[config.mk]
export PLATFORM = sky130hd
export DESIGN_NAME = mant_align
export DESIGN_NICKNAME = d
export VERILOG_FILES = /design/src/rtl/mant_align.sv
export SDC_FILE = /design/constraint.sdc
export NUM_CORES = 1
export LEC_CHECK = 0
export ABC_AREA = 0
export CORE_ASPECT_RATIO = 0.8
export CORE_UTILIZATION = 44
export DETAILED_ROUTE_END_ITERATION = 8
export GPL_ROUTABILITY_DRIVEN = 0
export GPL_TIMING_DRIVEN = 1
export PLACE_DENSITY = 0.75
export RECOVER_POWER = 100
export SETUP_SLACK_MARGIN = 0.2
export SLEW_MARGIN = 25
export SYNTH_ARGS = -nofsm -noshare
export SYNTH_HDL_FRONTEND = slang
export SYNTH_SLANG_ARGS = --single-unit
[constraint.sdc]
create_clock -name clk_i -period 1.7 [get_ports clk_i]
set_clock_uncertainty 0.2 [all_clocks]
set_input_delay 0.17 -clock clk_i [delete_from_list [all_inputs] [get_ports clk_i]]
set_output_delay 0.17 -clock clk_i [all_outputs]
set_load 0.02 [all_outputs]
[src/rtl/mant_align.sv]
// Mantissa alignment stage: right-shifts a normalized mantissa by (exp_max - exp)
// through a two-stage valid/ready pipeline, producing a sticky bit and an exponent error flag.
module mant_align #(
    parameter int WIDTH     = 8,
    parameter int EXP_WIDTH = 3
) (
    input  logic                 clk_i,
    input  logic                 rst_ni,
    input  logic                 valid_i,
    output logic                 ready_o,
    input  logic [WIDTH-1:0]     operand_i,
    input  logic [EXP_WIDTH:0]   exp_i,
    input  logic [EXP_WIDTH:0]   exp_max_i,
    output logic                 valid_o,
    input  logic                 ready_i,
    output logic [WIDTH-1:0]     operand_o,
    output logic                 sticky_o,
    output logic                 exp_err_o
);

    localparam int SW = $clog2(WIDTH + 1);

    logic                      s1_valid_r;
    logic [WIDTH-1:0]          s1_operand_r;
    logic [SW-1:0]             s1_shift_r;
    logic                      s1_err_r;

    logic                      s2_valid_r;
    logic [WIDTH-1:0]          s2_operand_r;
    logic                      s2_sticky_r;
    logic                      s2_err_r;

    logic                      s1_en_s;
    logic                      s2_en_s;
    logic signed [EXP_WIDTH+1:0] diff_s;
    logic [SW-1:0]             shift_s;
    logic                      err_s;
    logic [2*WIDTH-1:0]        wide_s;

    assign s2_en_s = !s2_valid_r || ready_i;
    assign s1_en_s = !s1_valid_r || s2_en_s;
    assign ready_o = s1_en_s;

    // Sign-extend by one bit so the difference of two signed exponents cannot overflow.
    assign diff_s = {exp_max_i[EXP_WIDTH], exp_max_i} - {exp_i[EXP_WIDTH], exp_i};

    // Shift amount: negative distance is an error, large distance saturates to a full flush.
    always_comb begin
        shift_s = {SW{1'b0}};
        err_s   = 1'b0;
        if (diff_s[EXP_WIDTH+1]) begin
            shift_s = {SW{1'b0}};
            err_s   = 1'b1;
        end else if (int'(diff_s) >= WIDTH) begin
            shift_s = SW'(WIDTH);
            err_s   = 1'b0;
        end else begin
            shift_s = SW'(diff_s);
            err_s   = 1'b0;
        end
    end

    // Upper half is the aligned mantissa, lower half holds exactly the bits shifted out.
    assign wide_s = {s1_operand_r, {WIDTH{1'b0}}} >> s1_shift_r;

    // Stage 1 register: operand with its decoded shift amount and error flag.
    always_ff @(posedge clk_i or negedge rst_ni) begin
        if (!rst_ni) begin
            s1_valid_r   <= 1'b0;
            s1_operand_r <= {WIDTH{1'b0}};
            s1_shift_r   <= {SW{1'b0}};
            s1_err_r     <= 1'b0;
        end else if (s1_en_s) begin
            s1_valid_r <= valid_i;
            if (valid_i) begin
                s1_operand_r <= operand_i;
                s1_shift_r   <= shift_s;
                s1_err_r     <= err_s;
            end
        end
    end

    // Stage 2 register: shifted mantissa, sticky and error, held while downstream stalls.
    always_ff @(posedge clk_i or negedge rst_ni) begin
        if (!rst_ni) begin
            s2_valid_r   <= 1'b0;
            s2_operand_r <= {WIDTH{1'b0}};
            s2_sticky_r  <= 1'b0;
            s2_err_r     <= 1'b0;
        end else if (s2_en_s) begin
            s2_valid_r <= s1_valid_r;
            if (s1_valid_r) begin
                s2_operand_r <= wide_s[2*WIDTH-1:WIDTH];
                s2_sticky_r  <= |wide_s[WIDTH-1:0];
                s2_err_r     <= s1_err_r;
            end
        end
    end

    assign valid_o   = s2_valid_r;
    assign operand_o = s2_operand_r;
    assign sticky_o  = s2_sticky_r;
    assign exp_err_o = s2_err_r;

endmodule

==> reports/results.txt <==
Sequential power share = 0.381
Final Setup Violations = 3
Die ar. = 3400 sq um
# fillers = 199
Post-route antenna net violation count = 0
Status = finished with violations
Min Tclk post-route = 1.77 ns
Number of port buffers = 31
Clk pin slew, worst setup/hold paths = 0.08 ns
CP Capture Type = flop
Worst min path class = primary input to flop
Synth area leader = dfrtp_1
Vias in the first global route = 1217
Worst-Skew Late Latency = 0.26 ns
Syn nets = 154
Storage cell area = 632 sq um
Top post-synthesis cells by area = dfrtp_1 (45%), mux2_2 (8.9%), mux2i_1 (4.3%), nand2_1 (3.8%), ha_1 (3.6%)
Comb power frac = 0.468
Fin. Hold Viols = 0
Leak = 0.998 nW
Die width = 65.0 um
Worst Path Class, Setup = flop to flop
Initial antenna violation count = 0
Core footprint = 2890 sq um
RR Startpoint = s1_shift_r[0]
Hpwl dp = 2.13 mm
Initial core utilization = 0.482
Seq cells post-synth = 25
Switching power = 799 uW
Power share of the clock group = 0.151
Synth Warn # = 0
Fmax = 564 MHz
Post-placement cell area = 1860 sq um
RSZ-0062 raised after global routing = yes
Die Ht = 52.4 um
H-tree depth = 1
Design Area, Final = 2190 sq um
Seq/Total Area, Yosys = 0.448
DP Worst Slack = -0.538 ns
VDD IR max = 0.446 mV
Row Count = 17
GR Overflow Total = 0
Layout cells sized above 1 = 0.416
Multi-input gate area = 907 sq um
Total Routing Usage GR = 0.216
Average wire per standard cell = 15.8 um
Cells after synthesis = 129
Initial detailed-routing violation count = 59
Number of synthesized flops with an enable pin = 0
CTS Sinks = 25
Pwr Total = 2.27 mW
ANT cells = 0
Synth top area share = 0.448
Synth top cells by count = dfrtp_1 (25), nand2_1 (14), mux2_2 (11)
CP arrival = 1.73 ns
CTS Root Buffer Type = clkbuf_8
Most instantiated library cell after synthesis = dfrtp_1
Post-Syn Area = 1400 sq um
Synth Flop Type = dfrtp_1
CTS Buf Count = 3
Drt via density = 5.41
Via count = 1206
Crit-path max FO = 6
Slew @ Worst Pin = 0.595 ns
Crit start category = flop
Total of max-cap violations = 0
WL final = 3.51 mm
Final Cycle Share = 1.04
Syn_area_per_cell = 10.8 sq um
Area grow syn2layout = 56.8%
Hold Crit Start = exp_max_i[1]
DR pass1 iterations = 4
IO Pins = 32
Pin count of the biggest net entering global routing = 26
Async SR Flop Fraction = 1.00
Layout net count = 211
Crit path from = s1_shift_r[0]
Rel. slew slack = 0.603
Required @ worst endpoint = 1.66 ns
DRC = 0
Switching Share = 0.352
Final Slew Violations = 0
CTS tree = yes
Bufs on Longest Clock Path = 2
Setup ws final = -0.0718 ns
Int Power = 1.47 mW
First-pass GRT wire length = 5.42 mm
Pwr/cell area = 1040 nW/um^2
Yosys cell types = 34
Failing checks = setup timing
==> layout make-up <==
cell class	instances	share of cell area
multi-input combinational	89	0.415
clock buffer	4	0.0206
tap	38	0.0217
sequential	25	0.289
inverter	8	0.0149
timing repair buffer	59	0.239
==> worst paths after layout <==
path	slack [ns]	cells past startpoint	endpoint
worst min register to register	0.28	2	operand_o[1]
worst max register to register	-0.07	4	operand_o[0]
max in group asynchronous	0.62	2	s1_shift_r[1]
worst min-delay path	0.18	4	s1_shift_r[1]
worst max-delay path	-0.07	4	operand_o[0]
min in group asynchronous	0.23	2	operand_o[4]
==> layout by cell type (no fill, tap or decap), types with 3 or more instances in the layout <==
cell,instances
mux2i_1,5
buf_4,18
o31ai_1,3
inv_2,4
clkbuf_1,3
ha_4,3
nand2_1,12
dfrtp_1,22
inv_1,3
clkdlybuf4s50_1,10
clkbuf_8,3
o21a_1,4
dlygate4sd2_1,13
nor2b_1,3
a22o_1,4
buf_6,6
mux2_4,12
clkbuf_2,4
o21ai_1,4
nand2b_1,4
==> power groups by stage <==
stage | Combinational, mW | Clock [mW] | Sequential [mW]
6_report | 1.06 | 0.344 | 0.867
5_1_grt | 1.14 | 0.383 | 0.888
4_1_cts | 0.908 | 0.350 | 0.871
3_5_place_dp | 0.879 | 0 | 0.881
3_3_place_gp | 0.861 | 0 | 0.877
2_1_floorplan | 0.475 | 0 | 0.928
==> repair_timing <==
item / CTS / global route
setup buffers: 10 / 5
resized for setup: 57 / 23
endpoints found under the hold margin: 1 / 0
pin swaps: 11 / 11
hold buffers: 1 / 0
setup endpoints to repair: 33 / 22
==> per-stage QoR <==
stage	cells	util	hold WS, ns	setup TNS (ns)
after floorplan	129	-	-0.326	-0.0167
after global placement	203	0.641	0.262	-3.03
after detailed placement	203	0.641	0.268	-3.45
after CTS	218	0.710	0.0736	-0.0266
after global routing	223	0.756	0.181	-0.340
final	223	0.756	0.179	-0.125
==> metal layers <==
| layer | routed length [um] | global-route usage | part of all wire | up-vias |
|---|---|---|---|---|
| li1 | - | - | - | 576 |
| met1 | 1410 | 0.260 | 0.40 | 585 |
| met2 | 1850 | 0.363 | 0.53 | 37 |
| met3 | 171 | 0.0587 | 0.049 | 8 |
| met4 | 78 | 0.0926 | 0.022 | 0 |
| met5 | 0 | 0 | 0 | - |
==> critical path, cell delays in order, from the launching register on <==
cell,delay [ns]
dfrtp_2,0.48
mux2_4,0.33
o21a_1,0.19
mux2_4,0.27
a22o_1,0.19
==> logic make-up (layout without fill, tap and decap cells) <==
logic type | after synthesis | count (layout) | synth area share
AO/OA/AOI/OAI | 32 | 32 | 0.162
XOR/XNOR | 2 | 2 | 0.0126
adder cells (fa/ha/maj) | 5 | 5 | 0.0502
buffers and inverters | 15 | 71 | 0.0493
flip-flops | 25 | 25 | 0.448
multiplexers | 20 | 20 | 0.164
AND/OR/NAND/NOR | 30 | 30 | 0.113
==> flip-flops by register name, summed over array words and instances, names as in the netlist <==
register      cells
s1_shift_r        4
valid_o           1
s1_valid_r        1
operand_o         8
s1_operand_r      8
s1_err_r          1
sticky_o          1
exp_err_o         1
Power figures use the tool's default switching activity.
